### src/rtl/mux_rr_arbiter.sv
// Round-robin arbiter driving a 4:1 data mux into one registered output stage.
// Grants are capped at BURST beats, and every re-arbitration spends one IDLE cycle.
module mux_rr_arbiter #(
    parameter int DATA_W = 8,
    parameter int BURST  = 4
) (
    input  logic              clk,
    input  logic              rst_n,
    input  logic [3:0]        in_valid,
    input  logic [DATA_W-1:0] in_data0,
    input  logic [DATA_W-1:0] in_data1,
    input  logic [DATA_W-1:0] in_data2,
    input  logic [DATA_W-1:0] in_data3,
    output logic [3:0]        in_ready,
    output logic              out_valid,
    output logic [DATA_W-1:0] out_data,
    input  logic              out_ready,
    output logic [1:0]        sel,
    output logic              busy
);

    typedef enum logic {IDLE, GRANT} state_t;

    localparam logic [3:0] BURST_CNT = 4'(BURST);

    state_t            state_q, state_d;
    logic [1:0]        ptr_q, ptr_d;
    logic [1:0]        sel_q, sel_d;
    logic [3:0]        beat_cnt_q, beat_cnt_d;
    logic              out_valid_q, out_valid_d;
    logic [DATA_W-1:0] out_data_q, out_data_d;

    logic [DATA_W-1:0] sel_data;
    logic              can_load;
    logic              xfer;
    logic [1:0]        winner;
    logic [1:0]        idx;
    logic              found;

    // First valid requester at or above ptr, wrapping modulo 4.
    always_comb begin
        winner = ptr_q;
        found  = 1'b0;
        idx    = ptr_q;
        for (int unsigned k = 0; k < 4; k++) begin
            idx = ptr_q + 2'(k);
            if (!found && in_valid[idx]) begin
                winner = idx;
                found  = 1'b1;
            end
        end
    end

    always_comb begin
        case (sel_q)
            2'd0:    sel_data = in_data0;
            2'd1:    sel_data = in_data1;
            2'd2:    sel_data = in_data2;
            default: sel_data = in_data3;
        endcase
    end

    // Ready depends only on state, sel and the output register, never on in_valid.
    assign can_load = !out_valid_q || out_ready;
    assign in_ready = (state_q == GRANT && can_load) ? (4'b0001 << sel_q) : '0;
    assign xfer     = (state_q == GRANT) && can_load && in_valid[sel_q];

    always_comb begin
        state_d     = state_q;
        ptr_d       = ptr_q;
        sel_d       = sel_q;
        beat_cnt_d  = beat_cnt_q;
        out_valid_d = out_valid_q;
        out_data_d  = out_data_q;

        if (xfer) begin
            out_valid_d = 1'b1;
            out_data_d  = sel_data;
        end else if (out_ready) begin
            out_valid_d = 1'b0;
        end

        case (state_q)
            IDLE: begin
                if (found) begin
                    sel_d      = winner;
                    beat_cnt_d = '0;
                    state_d    = GRANT;
                end
            end
            GRANT: begin
                if (xfer) begin
                    beat_cnt_d = beat_cnt_q + 4'd1;
                end
                if (!in_valid[sel_q] || (xfer && (beat_cnt_q + 4'd1 == BURST_CNT))) begin
                    state_d = IDLE;
                    ptr_d   = sel_q + 2'd1;
                end
            end
            default: state_d = IDLE;
        endcase
    end

    always_ff @(posedge clk or negedge rst_n) begin
        if (!rst_n) begin
            state_q     <= IDLE;
            ptr_q       <= '0;
            sel_q       <= '0;
            beat_cnt_q  <= '0;
            out_valid_q <= 1'b0;
            out_data_q  <= '0;
        end else begin
            state_q     <= state_d;
            ptr_q       <= ptr_d;
            sel_q       <= sel_d;
            beat_cnt_q  <= beat_cnt_d;
            out_valid_q <= out_valid_d;
            out_data_q  <= out_data_d;
        end
    end

    assign out_valid = out_valid_q;
    assign out_data  = out_data_q;
    assign sel       = sel_q;
    assign busy      = (state_q == GRANT);

endmodule

### config.mk
export PLATFORM = sky130hd
export DESIGN_NAME = mux_rr_arbiter
export DESIGN_NICKNAME = d
export VERILOG_FILES = /design/src/rtl/mux_rr_arbiter.sv
export SDC_FILE = /design/constraint.sdc
export NUM_CORES = 1
export LEC_CHECK = 0
export ABC_AREA = 1
export BUFFER_PORTS_ARGS = -buffer_cell sky130_fd_sc_hd__buf_2
export CORE_ASPECT_RATIO = 2
export CORE_MARGIN = 2
export CORE_UTILIZATION = 44
export CTS_CLUSTER_SIZE = 24
export DETAILED_ROUTE_END_ITERATION = 10
export HOLD_SLACK_MARGIN = 0.06
export PLACE_DENSITY = 0.87
export SKIP_LAST_GASP = 1
export SLEW_MARGIN = 20
export SYNTH_ARGS = -nofsm -noshare
export SYNTH_HDL_FRONTEND = slang
export SYNTH_SLANG_ARGS = --single-unit
### constraint.sdc
create_clock -name clk -period 1.35 [get_ports clk]
set_clock_uncertainty 0.05 [all_clocks]
set_input_delay 0.0675 -clock clk [delete_from_list [all_inputs] [get_ports clk]]
set_output_delay 0.0675 -clock clk [all_outputs]
set_load 0.02 [all_outputs]
==> results of run 1 <==
-- worst max-delay path, delay by kind of cell, from the launching register on --
family	cells	cell delay (ps)
flip-flops	1	460
AND/OR/NAND/NOR	10	870
buffers and inverters	2	240
-- logic make-up after synthesis --
kind of cell / after synthesis / share of synthesized area, %
AOI/OAI and AO/OA: 39 / 17.8
xor gates and xnor gates: 2 / 1.23
adders and majority gates: 6 / 5.28
buffers and inverters: 26 / 7.47
DFF: 18 / 31.7
and+or+nand+nor: 104 / 36.6
-- per-layer routing --
| metal | vias to the layer above | wire, um | GRT usage (%) |
|---|---|---|---|
| met5 | - | 0 | 0 |
| met4 | 0 | 464 | 19.8 |
| met3 | 48 | 348 | 2.80 |
| met2 | 126 | 3700 | 55.9 |
| met1 | 942 | 2230 | 29.6 |
| li1 | 840 | - | - |
-- sequential cells by signal, indices dropped and copies added (netlist names) --
register / count
ptr_q: 2
beat_cnt_q: 4
busy: 1
out_data: 8
out_valid: 1
sel: 2
-- cells in the mapped netlist --
cell and n:
a21oi_1 4, a22o_1 8, buf_2 1, buf_6 1, clkbuf_1 4, dfrtp_1 18
ha_1 6, inv_1 16, inv_2 4, nand2_1 67, nand2_2 10, nand2_4 3
nand3_1 9, nand3_2 1, nand4_1 3, nor2_1 5, nor2_4 3, nor2_8 2
o21ai_0 12, o21ai_1 2, o21ai_2 4, o21bai_1 1, o22ai_1 8, or2_2 1
xnor2_1 1, xor2_1 1
-- per-stage QoR --
| step | std cells | setup slack, ps |
|---|---|---|
| final | 325 | -395 |
| after floorplan | 195 | -137 |
| after detailed placement | 293 | -232 |
| after global routing | 325 | -455 |
| after CTS | 317 | -236 |
| after global placement | 293 | -192 |
-- how the worst max path moves through the flow --
| stage | from | end | slack, ps |
|---|---|---|---|
| 6_report | ptr_q[1] | sel[1] | -390 |
| 5_1_grt | ptr_q[0] | sel[1] | -460 |
| 4_1_cts | ptr_q[0] | beat_cnt_q[0] | -240 |
| 3_5_place_dp | ptr_q[0] | beat_cnt_q[0] | -230 |
| 3_3_place_gp | ptr_q[0] | sel[1] | -190 |
| 2_1_floorplan | ptr_q[0] | beat_cnt_q[3] | -140 |
-- area by class of cell --
cell class	count	area, um2	share of cell area, %
clock buffers	4	45.0	1.78
repair buffers	99	757	29.9
multi-input cells	151	1120	44.2
repair inverters	2	22.5	0.889
flip-flops and latches	18	455	18.0
inverters	20	95.1	3.75
well taps	31	38.8	1.53
-- power by group --
part | total, mW | leakage, nW | internal [mW] | switching (mW)
clock | 0.420 | 0.0228 | 0.211 | 0.209
sequential | 1.09 | 0.221 | 0.802 | 0.292
combinational | 5.89 | 1.05 | 2.59 | 3.30
-- repair_timing --
action                                 4_1_cts  5_1_grt
pin swaps                                   12       29
gates resized for setup                     42       56
setup endpoints to repair                   22       22
buffers inserted                            13        9
hold buffers                                 5        0
cloned                                       3        0
endpoints found under the hold margin       22        0
==> flow_metrics.tcl, run 1 <==
set metrics [dict create \
    ir_drop_uv 1840 \
    whs_path_depth 3 \
    area_growth_pct 78.0 \
    first_pass_iters 4 \
    grt_pass1_wl_um 8480 \
    nNetsFinal 340 \
    cp_data_arrival_time_ps 1850 \
    syn-num-nets 240 \
    drtIter0Drc 58 \
    syn-cell-area_um2 1420 \
    synth_top_area_cell "dfrtp_1" \
    outcome "finished, violations left" \
    r2r-end "sel[1]" \
    max_freq_mhz 573 \
    crit_type "register to register" \
    path_common_cell "nand2_4" \
    post-dp-hpwl_um 3240 \
    fp.dieW_um 44.2 \
    first_global_vias 1854 \
    final_cell_mix "52 x nand2_1, 50 x buf_2, 24 x buf_4, 21 x nand2_2, 15 x buf_6" \
    num_io_pins 55 \
    cts-root-buf "clkbuf_8" \
    leakage_nw 1.30 \
    synth.avg_cell_area_um2 7.30 \
    reg2reg_slack_ps -390 \
    core_um2 3120 \
    finalWorstSetupSlack_ps -395 \
    vias 1956 \
    relSlewSlack_pct 70.5 \
    clk_pin_slew_worst_paths_ps 80 \
    synthTopCellsByArea "dfrtp_1 32%, nand2_1 18%, ha_1 5.3%, a22o_1 4.9%, nand2_2 4.4%" \
    finalCritPeriodShare_pct 129 \
    crit_chain "inv_2 -> nand2_2 -> nand2_4 -> nand2_2 -> nand2_4 -> nor2_8 -> nand2_4 -> nor2_4 -> nor2_4 -> inv_2 -> nand2_1 -> nand2_1" \
    worst-path-max-fanout 5 \
    htreeDepth 1 \
    fillCellCount 165 \
    cts.sinks 18 \
    drv_slew 0 \
    hp-class "input port to register" \
    regToRegStartpoint "ptr_q[1]" \
    ys_seq_area_share_pct 31.7 \
    ant_nets 0 \
    critPathCaptureType "register" \
    final_common_cell "nand2_1" \
    track_usage_pct 30.3 \
    start_kind "register" \
    fin_crit_ps 1740 \
    antenna_found_initial 0 \
    rr_worst_depth 12 \
    worst_path_largest_cell_delay_ps 460 \
    max_cap_viol_count 0 \
    dpl_cell_area_um2 1890 \
    viasPerCell 6.02 \
    dieHeight_um 84.4 \
    antenna_cells 0 \
    yosysUniqueCellTypes 26 \
    crit_required_ps 1450 \
    setup_viol 22 \
    tns_ps -5300 \
    synth_top_area_share_pct 31.7 \
    drc 0 \
    synth_seq_cells 18 \
    post_drt_wl_per_cell_um 20.7 \
    p_per_area_nw_per_um2 2920 \
    gp_congestion 0.979 \
    grt.overflow.total 0 \
    violations "setup timing" \
    clock_path_buffers 2 \
    total_power_mw 7.40 \
    synthCells 195 \
    start_util_pct 45.6 \
    fin_util_pct 81.2 \
    drt_wl_total_um 6740 \
    drive_gt1_share_pct 61.9 \
    whs_endpoint "out_data[0]" \
    dieArea_um2 3730 \
    num_rows 29 \
    cp_slowest_cell "dfrtp_2" \
    holdWs_ps 54.5 \
    grt_max_degree 19 \
    insertion_delay_ps 270 \
    fin_area_um2 2530 \
    portBuffers 54 \
    worst_pin_slew_ps 443 \
    rsz0062_at_grt "yes" \
    hold_viol_final 0 \
    hold_start "in_data3[0]" \
    cts_made_buffers 3 \
    cts_tree "built" \
    synth_warnings 0 \
]
Power figures use the tool's default switching activity.
==> run 2, diff against run 1 <==
--- a/config.mk
+++ b/config.mk
@@ -9,5 +9,6 @@
 export BUFFER_PORTS_ARGS = -buffer_cell sky130_fd_sc_hd__buf_2
+export CAP_MARGIN = 10
 export CORE_ASPECT_RATIO = 2
 export CORE_MARGIN = 2
-export CORE_UTILIZATION = 44
+export CORE_UTILIZATION = 45
 export CTS_CLUSTER_SIZE = 24
@@ -15,3 +16,3 @@
 export HOLD_SLACK_MARGIN = 0.06
-export PLACE_DENSITY = 0.87
+export PLACE_DENSITY = 0.86
 export SKIP_LAST_GASP = 1
==> constraint.sdc (replaced) <==
create_clock -name clk -period 2.1 [get_ports clk]
set_clock_uncertainty 0.05 [all_clocks]
set_input_delay 0.105 -clock clk [delete_from_list [all_inputs] [get_ports clk]]
set_output_delay 0.105 -clock clk [all_outputs]
set_load 0.05 [all_outputs]
==> run 2 against run 1 <==
The run now ends clean. Routed wire length fell by 48%. Largest power group unchanged. Register-to-register slack improved by 630 ps. Global-route usage fell by 9.1 points. Non-clock buffer count fell by 42. Critical path depth fell by 7. Critical path type is now register to output port.
==> flow_metrics.tcl, run 2 (synthesis results as in run 1) <==
set metrics [dict create \
    portBuffers 54 \
    drv_slew 0 \
    dr_wl_met2_um 1990 \
    cts_setup_buffers 0 \
    setup_viol 0 \
    tns_ps 0 \
    dieArea_um2 3650 \
    hold_viol_final 0 \
    max_cap_viol_count 0 \
    rr_worst_depth 11 \
    ant_nets 0 \
    core_um2 2980 \
    nNetsFinal 296 \
    final_cell_mix "67 x nand2_1, 54 x buf_2, 18 x dfrtp_1, 16 x inv_1, 12 x o21ai_0" \
    antenna_found_initial 0 \
    max_freq_mhz 528 \
    viasPerCell 5.23 \
    area_growth_pct 25.4 \
    fin_crit_ps 1900 \
    fin_area_um2 1780 \
    drc 0 \
    top_layer_used "met4" \
    num_rows 28 \
    drtIter0Drc 34 \
    grt_pass1_wl_um 6180 \
    post-dp-hpwl_um 2840 \
    cts.sinks 18 \
    drive_gt1_share_pct 35.2 \
    drt_wl_total_um 3510 \
    gp_congestion 0.892 \
    dpl_cell_area_um2 1710 \
    first_pass_iters 4 \
    htreeDepth 1 \
    start_util_pct 47.8 \
    cp_slowest_cell "dfrtp_1" \
    critPathCaptureType "output port" \
    clock_path_buffers 2 \
    rsz0062_at_grt "no" \
    worst_pin_slew_ps 444 \
    dieHeight_um 83.5 \
    cts-root-buf "clkbuf_8" \
    grt_max_degree 20 \
    p_per_area_nw_per_um2 1820 \
    worst_path_largest_cell_delay_ps 490 \
    insertion_delay_ps 260 \
    crit_type "register to output port" \
    wl_met1_um 1270 \
    outcome "finished, final reports clean" \
    whs_path_depth 3 \
    num_io_pins 55 \
    first_global_vias 1440 \
    relSlewSlack_pct 70.4 \
    track_usage_pct 21.2 \
    fp.dieW_um 43.8 \
    crit_chain "inv_1 -> ha_1 -> inv_1 -> nor2_1 -> buf_2" \
    vias 1465 \
    cts_made_buffers 3 \
    ir_drop_uv 1150 \
    worst-path-max-fanout 11 \
    clk_pin_slew_worst_paths_ps 70 \
    finalCritPeriodShare_pct 90.3 \
    cp_data_arrival_time_ps 1740 \
    final_common_cell "nand2_1" \
    post_drt_wl_per_cell_um 12.5 \
    crit_required_ps 1950 \
    start_kind "register" \
    path_common_cell "inv_1" \
    cts_tree "built" \
    largest_reg_flops 8 \
    grt.overflow.total 0 \
    leakage_nw 1.01 \
    antenna_cells 0 \
    met3WireLength_um 129 \
    hp-class "input port to register" \
]
==> run 2: cell count changes in the layout (fill, tap and decap cells not counted), moves of 6 or more <==
cell     change
buf_4       -23
buf_6       -15
inv_1        +9
nand2_1     +15
nand2_2     -11
nand3_1      +6
nand3_2      -6
o21ai_0     +12
o21ai_1      -9
==> run 2: cell type report <==
class                      instances  area, um2
fill                             274       1190
multi-input combinational        151        868
inverter                          20       75.1
tap                               30       37.5
sequential                        18        450
clock buffer                       4       55.1
timing repair buffer              57        298
==> run 2: per-layer routing <==
metal	global-route usage, %	up-vias
met4	9.64	0
met2	38.2	46
met1	23.8	660
li1	-	748
met3	1.52	11
met5	0	-
==> run 2: worst paths after layout <==
check / start / endpoint / slack, ps
setup / recovery: sel[0] / in_ready[0] / 200
hold / removal: in_data3[0] / out_data[0] / 90
setup reg to reg: ptr_q[0] / beat_cnt_q[2] / 240
max in group asynchronous: rst_n / sel[0] / 1450
hold reg to reg: out_data[1] / out_data[1] / 430
min in group asynchronous: rst_n / out_data[0] / 260
==> run 2: repair_timing <==
action                    CTS  global route
gates resized for setup     0             0
hold buffers                2             0
hold endpoints to repair   19             0
==> run 2: worst max-delay path, delay by kind of cell, from the launching register on <==
| kind | cells | cell delay, ps |
|---|---|---|
| and+or+nand+nor | 1 | 120 |
| DFF | 1 | 490 |
| adders and majority gates | 1 | 370 |
| buffers and inverters | 3 | 500 |
==> run 2: power by group <==
| group | internal [mW] | total, mW | switching, mW |
|---|---|---|---|
| clock | 0.167 | 0.285 | 0.119 |
| combinational | 0.711 | 2.26 | 1.55 |
| sequential | 0.507 | 0.699 | 0.192 |
| total | 1.38 | 3.25 | 1.86 |
==> run 2: stage by stage <==
step                setup WS, ps  total power, mW  hold slack, ps  utilization [%]  std cells
finish                       204             3.25            87.5             59.9        280
global route                32.6             3.54             122             59.9        280
CTS                          221             3.27            97.7             59.9        280
detailed placement           265             2.96            5.55             57.4        274
global placement             335             2.91            1.88             57.4        274
floorplan                   43.8             2.51            -241                -        195
